$ cat src/rtl/pipeline_seq_pkg.sv
// Shared types for the capture/process pipeline sequencer.
package pipeline_seq_pkg;

  typedef enum logic [1:0] {
    IDLE  = 2'd0,
    RUN   = 2'd1,
    DONE  = 2'd2,
    ERROR = 2'd3
  } seq_state_e;

  localparam logic RW_READ  = 1'b1;
  localparam logic RW_WRITE = 1'b0;

endpackage

$ cat src/rtl/stage_watchdog.sv
// Per-stage watchdog: counts cycles since the last clear and flags the final allowed cycle.
module stage_watchdog
  import pipeline_seq_pkg::*;
#(
  parameter int unsigned TO_W           = 20,
  parameter int unsigned TIMEOUT_CYCLES = 1048575
) (
  input  logic clk,
  input  logic rst_n,
  input  logic clr,
  input  logic en,
  output logic expire
);

  localparam bit              WD_ON    = (TIMEOUT_CYCLES != 0);
  localparam logic [TO_W-1:0] LAST_CNT = WD_ON ? TO_W'(TIMEOUT_CYCLES - 1) : '0;

  logic [TO_W-1:0] cnt;
  logic [TO_W-1:0] cnt_n;

  always_comb begin
    cnt_n = cnt;
    if (clr) begin
      cnt_n = '0;
    end else if (en) begin
      cnt_n = cnt + TO_W'(1);
    end
  end

  // expire mirrors "current count is the last allowed cycle", so it lines up with the FSM state
  always_ff @(posedge clk) begin
    if (!rst_n) begin
      cnt    <= '0;
      expire <= 1'b0;
    end else begin
      cnt    <= cnt_n;
      expire <= WD_ON && (cnt_n == LAST_CNT);
    end
  end

endmodule

$ cat src/rtl/pipeline_sequencer.sv
// Top-level sequencer: walks the stages in order via enable/done handshakes,
// drives the shared RWM port, counts frames and reports per-stage timeouts.
module pipeline_sequencer
  import pipeline_seq_pkg::*;
#(
  parameter int unsigned            NUM_STAGES     = 3,
  parameter logic [NUM_STAGES-1:0]  STAGE_MEM_MASK = NUM_STAGES'(3'b011),
  parameter logic [NUM_STAGES-1:0]  STAGE_RW_MASK  = NUM_STAGES'(3'b001),
  parameter int unsigned            TIMEOUT_CYCLES = 1048575,
  parameter int unsigned            TO_W           = 20,
  parameter int unsigned            FRAME_CNT_W    = 16,
  localparam int unsigned           STAGE_W        = (NUM_STAGES > 1) ? $clog2(NUM_STAGES) : 1
) (
  input  logic                   clk,
  input  logic                   rst_n,
  input  logic                   start,
  input  logic                   continuous,
  input  logic                   abort,
  input  logic [NUM_STAGES-1:0]  stage_done,
  output logic [NUM_STAGES-1:0]  stage_enable,
  output logic                   mem_enable,
  output logic                   mem_rw,
  output logic                   busy,
  output logic                   frame_done,
  output logic                   timeout_err,
  output logic [STAGE_W-1:0]     err_stage,
  output logic [FRAME_CNT_W-1:0] frame_count
);

  localparam logic [STAGE_W-1:0] LAST_IDX = STAGE_W'(NUM_STAGES - 1);

  seq_state_e             state, state_n;
  logic [STAGE_W-1:0]     idx, idx_n, err_stage_n;
  logic                   cont_q, cont_n;
  logic [FRAME_CNT_W-1:0] frame_count_n;
  logic [NUM_STAGES-1:0]  stage_enable_n;
  logic                   mem_enable_n, mem_rw_n;
  logic                   wd_clr, wd_en, wd_expire;

  stage_watchdog #(
    .TO_W           (TO_W),
    .TIMEOUT_CYCLES (TIMEOUT_CYCLES)
  ) u_watchdog (
    .clk    (clk),
    .rst_n  (rst_n),
    .clr    (wd_clr),
    .en     (wd_en),
    .expire (wd_expire)
  );

  // Next state; abort beats done, done beats timeout
  always_comb begin
    state_n       = state;
    idx_n         = idx;
    cont_n        = cont_q;
    err_stage_n   = err_stage;
    frame_count_n = frame_count;
    wd_clr        = 1'b0;
    unique case (state)
      IDLE: begin
        if (start) begin
          state_n = RUN;
          idx_n   = '0;
          cont_n  = continuous;
          wd_clr  = 1'b1;
        end
      end
      RUN: begin
        if (abort) begin
          state_n = IDLE;
        end else if (stage_done[idx]) begin
          if (idx == LAST_IDX) begin
            state_n       = DONE;
            frame_count_n = frame_count + FRAME_CNT_W'(1);
          end else begin
            idx_n  = idx + STAGE_W'(1);
            wd_clr = 1'b1;
          end
        end else if (wd_expire) begin
          state_n     = ERROR;
          err_stage_n = idx;
        end
      end
      DONE: begin
        if (cont_q && !abort) begin
          state_n = RUN;
          idx_n   = '0;
          wd_clr  = 1'b1;
        end else begin
          state_n = IDLE;
        end
      end
      ERROR: begin
        if (abort) begin
          state_n = IDLE;
        end else if (start) begin
          state_n = RUN;
          idx_n   = '0;
          cont_n  = continuous;
          wd_clr  = 1'b1;
        end
      end
      default: state_n = IDLE;
    endcase

    wd_en          = (state_n == RUN);
    stage_enable_n = (state_n == RUN) ? (NUM_STAGES'(1) << idx_n) : '0;
    mem_enable_n   = (state_n == RUN) && STAGE_MEM_MASK[idx_n];
    mem_rw_n       = (mem_enable_n && STAGE_RW_MASK[idx_n]) ? RW_READ : RW_WRITE;
  end

  // Outputs are registered from next-state values so they line up with the state
  always_ff @(posedge clk) begin
    if (!rst_n) begin
      state        <= IDLE;
      idx          <= '0;
      cont_q       <= 1'b0;
      stage_enable <= '0;
      mem_enable   <= 1'b0;
      mem_rw       <= 1'b0;
      busy         <= 1'b0;
      frame_done   <= 1'b0;
      timeout_err  <= 1'b0;
      err_stage    <= '0;
      frame_count  <= '0;
    end else begin
      state        <= state_n;
      idx          <= idx_n;
      cont_q       <= cont_n;
      stage_enable <= stage_enable_n;
      mem_enable   <= mem_enable_n;
      mem_rw       <= mem_rw_n;
      busy         <= (state_n == RUN) || (state_n == DONE);
      frame_done   <= (state_n == DONE);
      timeout_err  <= (state_n == ERROR);
      err_stage    <= err_stage_n;
      frame_count  <= frame_count_n;
    end
  end

endmodule

$ cat config.mk
export PLATFORM = sky130hd
export DESIGN_NAME = pipeline_sequencer
export DESIGN_NICKNAME = d
export VERILOG_FILES = /design/src/rtl/pipeline_seq_pkg.sv /design/src/rtl/stage_watchdog.sv /design/src/rtl/pipeline_sequencer.sv
export SDC_FILE = /design/constraint.sdc
export NUM_CORES = 1
export LEC_CHECK = 0
export BUFFER_PORTS_ARGS = -buffer_cell sky130_fd_sc_hd__buf_2
export CORE_MARGIN = 2
export CORE_UTILIZATION = 31
export CTS_CLUSTER_DIAMETER = 40
export DETAILED_ROUTE_END_ITERATION = 12
export SLEW_MARGIN = 10
export SYNTH_ARGS = -nofsm -noshare
export SYNTH_HDL_FRONTEND = slang
export SYNTH_SLANG_ARGS = --single-unit
$ cat constraint.sdc
create_clock -name clk -period 4.2 [get_ports clk]
set_input_delay 0.42 -clock clk [delete_from_list [all_inputs] [get_ports clk]]
set_output_delay 0.42 -clock clk [all_outputs]
set_load 0.005 [all_outputs]
### After elaboration in Yosys (flattened, before gate mapping)

Cells that the tools add are included.

* bits in registers: 52
* latch bits: 0
* RAM bits: 0
* ROM bits: 0
* bits of input ports: 8
* output and inout port bits: 26
* logic and storage cells: 75
* memories: 0

* $add $sub $neg: 3
* multiply operators: 0
* divide/modulo/power cells: 0
* $lt $le $gt $ge: 2
* equality and inequality tests: 9
* shift operators: 1
* muxes and demuxes: 34
* bitwise logic cells: 2
* reductions and logical operators: 11

Operator list (count)
* 20-bit two-way mux: 2
* 2-bit two-way mux: 12
* 20-bit by 1-bit adder with 20-bit output (second input constant): 1
* 20-bit equality test (second input constant): 1
* 16-bit by 1-bit adder with 16-bit output (second input constant): 1
* 2-bit case mux with 4 select lines: 2
* 1-bit two-way mux: 13
* 2-bit equality test (second input constant): 5
* 4-bit AND reduction: 2
* 1-bit binary-select mux with 2-bit select: 3
* 2-bit by 3-bit < comparator with 1-bit output (second input constant): 2
* 2-bit by 1-bit equality test with 1-bit output (second input constant): 2
* 1-bit case mux with 4 select lines: 1
* 2-bit AND reduction: 2
* 1-bit logical AND: 3
* 1-bit by 2-bit << shifter with 3-bit output (first input constant): 1
* 2-bit by 1-bit adder with 2-bit output (second input constant): 1
* 2-bit logical NOT: 1
* 2-bit inequality test (second input constant): 1
* 1-bit NOT: 2
* 1-bit case mux with 2 select lines: 1
* 2-bit nonzero test: 1
* 1-bit logical NOT: 1
* 1-bit logical OR: 1

### Logic depth before layout (Yosys ltp)

* word-level depth: 10
* mapped depth: 16
* gate-level depth less buffers: 14

### Modules after synthesis

A second synthesis with hierarchy kept.

* cell total of the unflattened synthesis: 324
* area total of the unflattened synthesis: 2777.7 um^2

By module, submodules not included
* pipeline_sequencer: times used 1, cells each 185, area each 1629.1 um^2, seq. area each 620.6 um^2
* stage_watchdog: times used 1, cells each 139, area each 1148.6 um^2, seq. area each 420.4 um^2

### Worst setup path after synthesis

No wires, ideal clock.

* path kind: register to register
* start: reg idx[0]
* end: reg u_watchdog.expire
* library setup time: 0.100 ns
* arrival time: 2.881 ns
* required time: 4.100 ns
* slack: 1.220 ns
* stages on the path, launching flop included: 16
* buffers on the path: 2
* cells stage by stage: dfxtp_1 inv_1 mux2_2 o31ai_1 a21oi_1 a21oi_1 inv_1 ha_1 buf_4 and4_1 buf_4 and3_4 nand4_2 xor2_1 or2_4 a2111oi_4

* longest elaborated chain between the ends: 9

RTL lines
* from (decl): RTL line pipeline_sequencer.sv:33 `logic [STAGE_W-1:0] idx, idx_n, err_stage_n;`
* from (signal assigned): RTL line pipeline_sequencer.sv:128 `idx <= idx_n;`
* 1-bit binary-select mux with 2-bit select / 2-bit equality test (equally long branches): RTL line pipeline_sequencer.sv:71, pipeline_sequencer.sv:72
* 1-bit two-way mux (implied by the code) / 2-bit two-way mux (equally long branches): RTL line pipeline_sequencer.sv:71, pipeline_sequencer.sv:72
* 2-bit two-way mux (*): RTL line pipeline_sequencer.sv:71 `end else if (stage_done[idx]) begin`
* 2-bit two-way mux (*): RTL line pipeline_sequencer.sv:69 `if (abort) begin`
* 2-bit case mux with 4 select lines (*): RTL line pipeline_sequencer.sv:59 `unique case (state)`
* named net state_n[0]: RTL line pipeline_sequencer.sv:32 `seq_state_e state, state_n;`
* 2-bit by 1-bit equality test with 1-bit output (*): RTL line pipeline_sequencer.sv:106 `wd_en = (state_n == RUN);`
* 20-bit two-way mux (*): RTL line stage_watchdog.sv:25 `end else if (en) begin`
* 20-bit two-way mux (*): RTL line stage_watchdog.sv:23 `if (clr) begin`
* 20-bit equality test (*): RTL line stage_watchdog.sv:37 `expire <= WD_ON && (cnt_n == LAST_CNT);`
* to (signal assigned): RTL line stage_watchdog.sv:37
* to (decl): RTL line stage_watchdog.sv:12 `output logic expire`

Mark *: on every way through the listed nets, which the timed path passes. The rest lies on a longest branch. The select of a mux whose other input is x is not followed.
A chain may end at the register's enable or synchronous reset.

### Worst setup path after layout

* start: reg idx[1]
* end: reg u_watchdog.expire

Same word-level chain as after synthesis.

==> key figures <==
CTS
  – Clock-pin slew of the registers on the worst-case setup and hold paths: 90 ps
  – CTS buffer count: 5
  – Root buffer cell: clkbuf_8
  – Post-CTS Setup Bufs: 0
  – Clk Latency, worst-skew pair: 300 ps
  – Clock tree from TritonCTS: built
  – Post-CTS Hold Buffers: 0
  – CTS sink cnt: 52
  – CTS Buffer Depth: 2
  – Post-CTS resize count: 0
  – H-tree Lvls: 2

Final layout
  – Fin util: 0.359
  – Most frequent cells in the layout: 52 x dfxtp_1, 33 x nor2_1, 33 x buf_2
  – Fillers: 834
  – Commonest non-fill, non-tap cell in the layout: dfxtp_1
  – Nets@finish: 342
  – Share of layout cells above drive strength 1: 0.141
  – P&R area growth vs syn: 12.2%
  – Diode count: 0
  – Post-route insts no fill: 432

Worst setup path
  – CP Max Fanout: 10
  – Flop2flop setup slack: 910 ps
  – Worst R2R Path Depth: 13
  – Worst reg2reg path endpoint: u_watchdog.expire
  – Critical Path RT: 4400 ps
  – Crit. End Element: flip-flop
  – CP top delay family: simple AND/OR/NAND/NOR gates
  – Worst Path Buf+Inv: 1
  – Crit-path slowest cell: dfxtp_1
  – Largest stage delay on the critical path: 420 ps
  – Critical path type: reg2reg
  – Reg-to-reg startpoint: idx[1]
  – Crit start category: flip-flop
  – Arr. time, crit path: 3490 ps
  – Critical path, cell by cell: mux2i_1 > mux2_2 > o31ai_1 > a21oi_1 > a21oi_1 > inv_1 > ha_1 > and4_1 > nand4_1 > nor3_2 > and4_1 > a31oi_1 > a2111oi_4

Floorplanning
  – # IOs: 34
  – Initial core utilization: 0.320
  – Full die area: 9180 sq um
  – Rows: 33
  – Die H: 95.8 um
  – Core footprint: 8180 sq um
  – Die width: 95.8 um

Placed design
  – Routability cong.: 0.851
  – DP Cell Count: 424
  – DP HPWL: 3730 um
  – Buffers on Ports: 33

GRT
  – Initial antenna violation count: 0
  – First-pass GRT wire length: 8650 um
  – Largest net degree at the start of global routing: 30
  – GRT Overall Usage: 0.118
  – Grt total ovfl: 0
  – Vias in the first global route: 1951

Route
  – DRT iter0 DRCs: 96
  – DRC Markers: 0
  – Via-to-Cell Ratio: 4.89
  – Wirelength per Cell: 11.9 um
  – Drt pass-1 iters: 4
  – Detailed Route WL: 5160 um
  – Final ANT Viol Nets: 0
  – Routed via count: 2111

STA
  – Clock Skews: 6.98 ps
  – RSZ-0062 raised after global routing: no
  – Final Cycle Share: 0.783
  – Setup Viol. Count Final: 0
  – Min Hold Slack: 377 ps
  – Slew headroom: 0.485
  – Minimum clock period: 3290 ps
  – Max Fclk: 0.304 GHz
  – Final hold viol count: 0
  – Setup TNS: 0 ps
  – Final slew viol count: 0
  – Slew @ Worst Pin: 771 ps

Power
  – Combinational Power Share: 0.052
  – Final total power: 0.000840 W
  – Maximum VDD drop: 0.130 mV
  – Fraction of power spent switching nets: 0.226
  – NetSw: 0.000190 W
  – Pwr dens: 287 nW/um^2
  – P_leak: 1.13 nW
  – Sequential Power Share: 0.599
  – Clock power share: 0.349
  – Internal Pwr Total: 0.000650 W

Synth
  – Cell taking the most area after synthesis: dfxtp_1
  – Synth top area cells: dfxtp_1 40%, xnor2_1 6.4%, and2_1 5.5%
  – Post-synth EDFFs: 0
  – Synthesized Nets: 314
  – Syn Std Cell Area: 2610 sq um
  – Unique cell type count in the Yosys netlist: 44
  – Post-synthesis register bit count: 52
  – Post-synth top flop: dfxtp_1
  – Synth Instances: 298
  – YS warnings: 0
  – Syn Area/Cell: 8.77 sq um
  – Ys async rst share: 0
  – Share of Yosys cell area claimed by the top area cell type: 0.398
  – Sequential area share after synthesis: 0.398

Outcome
  – Run status: completed

Min path
  – Cells on Worst Hold Path: 3
  – Hold-critical path endpoint: cont_q
  – Hold Crit Start: continuous
  – Worst min path class: in2reg

Run
  – Max-Cap Viols: 0
==> metal layers <==
metal	vias to the layer above	routed length [um]	GRT usage
li1	1074	-	-
met1	990	2370	0.150
met2	42	2500	0.196
met3	5	230	0.0282
met4	0	56	0.0369
met5	-	0	0
==> power by group through the flow <==
stage / registers (W) / clock network (W) / logic, W
4_1_cts: 0.000504 / 0.000306 / 0.0000444
3_5_place_dp: 0.000515 / 0 / 0.0000442
6_report: 0.000503 / 0.000293 / 0.0000437
3_3_place_gp: 0.000515 / 0 / 0.0000431
2_1_floorplan: 0.000513 / 0 / 0.0000340
5_1_grt: 0.000504 / 0.000322 / 0.0000500
==> worst min-delay path, cell delays in order <==
cell and delay (ps):
buf_2 80, mux2i_1 50, nor2b_1 100
==> flip-flops by register name, summed over array words and instances, names as in the netlist, 2 cells and up <==
name,count
frame_count,16
u_watchdog.cnt,20
err_stage,2
state,2
stage_enable,3
idx,2
==> cells in the mapped netlist (5+ instances only) <==
cell     instances
dfxtp_1         52
ha_1             8
nand2_1         23
and3_1           6
nor2_1          33
and2_1          23
xnor2_1         19
o21ai_0          5
nand4_1         11
xor2_1          16
a21oi_1          8
and4_1           6
inv_1           10
nand3_1         19
nor2b_1          8
==> cells by family after synthesis <==
logic type / synth area share
buffers and inverters: 0.0407
xor gates and xnor gates: 0.117
AOI/OAI and AO/OA: 0.0766
and+or+nand+nor: 0.309
adders and majority gates: 0.0383
DFF: 0.398
muxes: 0.0196
==> worst max path at each step <==
stage,startpoint,end,slack (ps),cells after the start
3_3_place_gp,stage_done[2],u_watchdog.expire,1020,13
5_1_grt,idx[1],u_watchdog.expire,560,13
2_1_floorplan,idx[0],u_watchdog.expire,1220,15
4_1_cts,idx[1],u_watchdog.expire,910,13
6_report,idx[1],u_watchdog.expire,910,13
3_5_place_dp,stage_done[2],u_watchdog.expire,930,13
==> metrics by stage <==
stage | setup WS (ps) | cell area [sq um]
finish | 913 | 2930
global route | 555 | 2930
CTS | 915 | 2930
detailed placement | 931 | 2840
global placement | 1020 | 2840
floorplan | 1220 | 2610
==> area by class of cell <==
cell class | count | area, sq um | share of cell area
sequential | 52 | 1040 | 0.355
clock buffer | 8 | 90.1 | 0.0307
tap | 105 | 131 | 0.0448
inverter | 10 | 37.5 | 0.0128
multi-input combinational | 224 | 1470 | 0.500
timing repair buffer | 33 | 165 | 0.0563
Power figures use the tool's default switching activity.
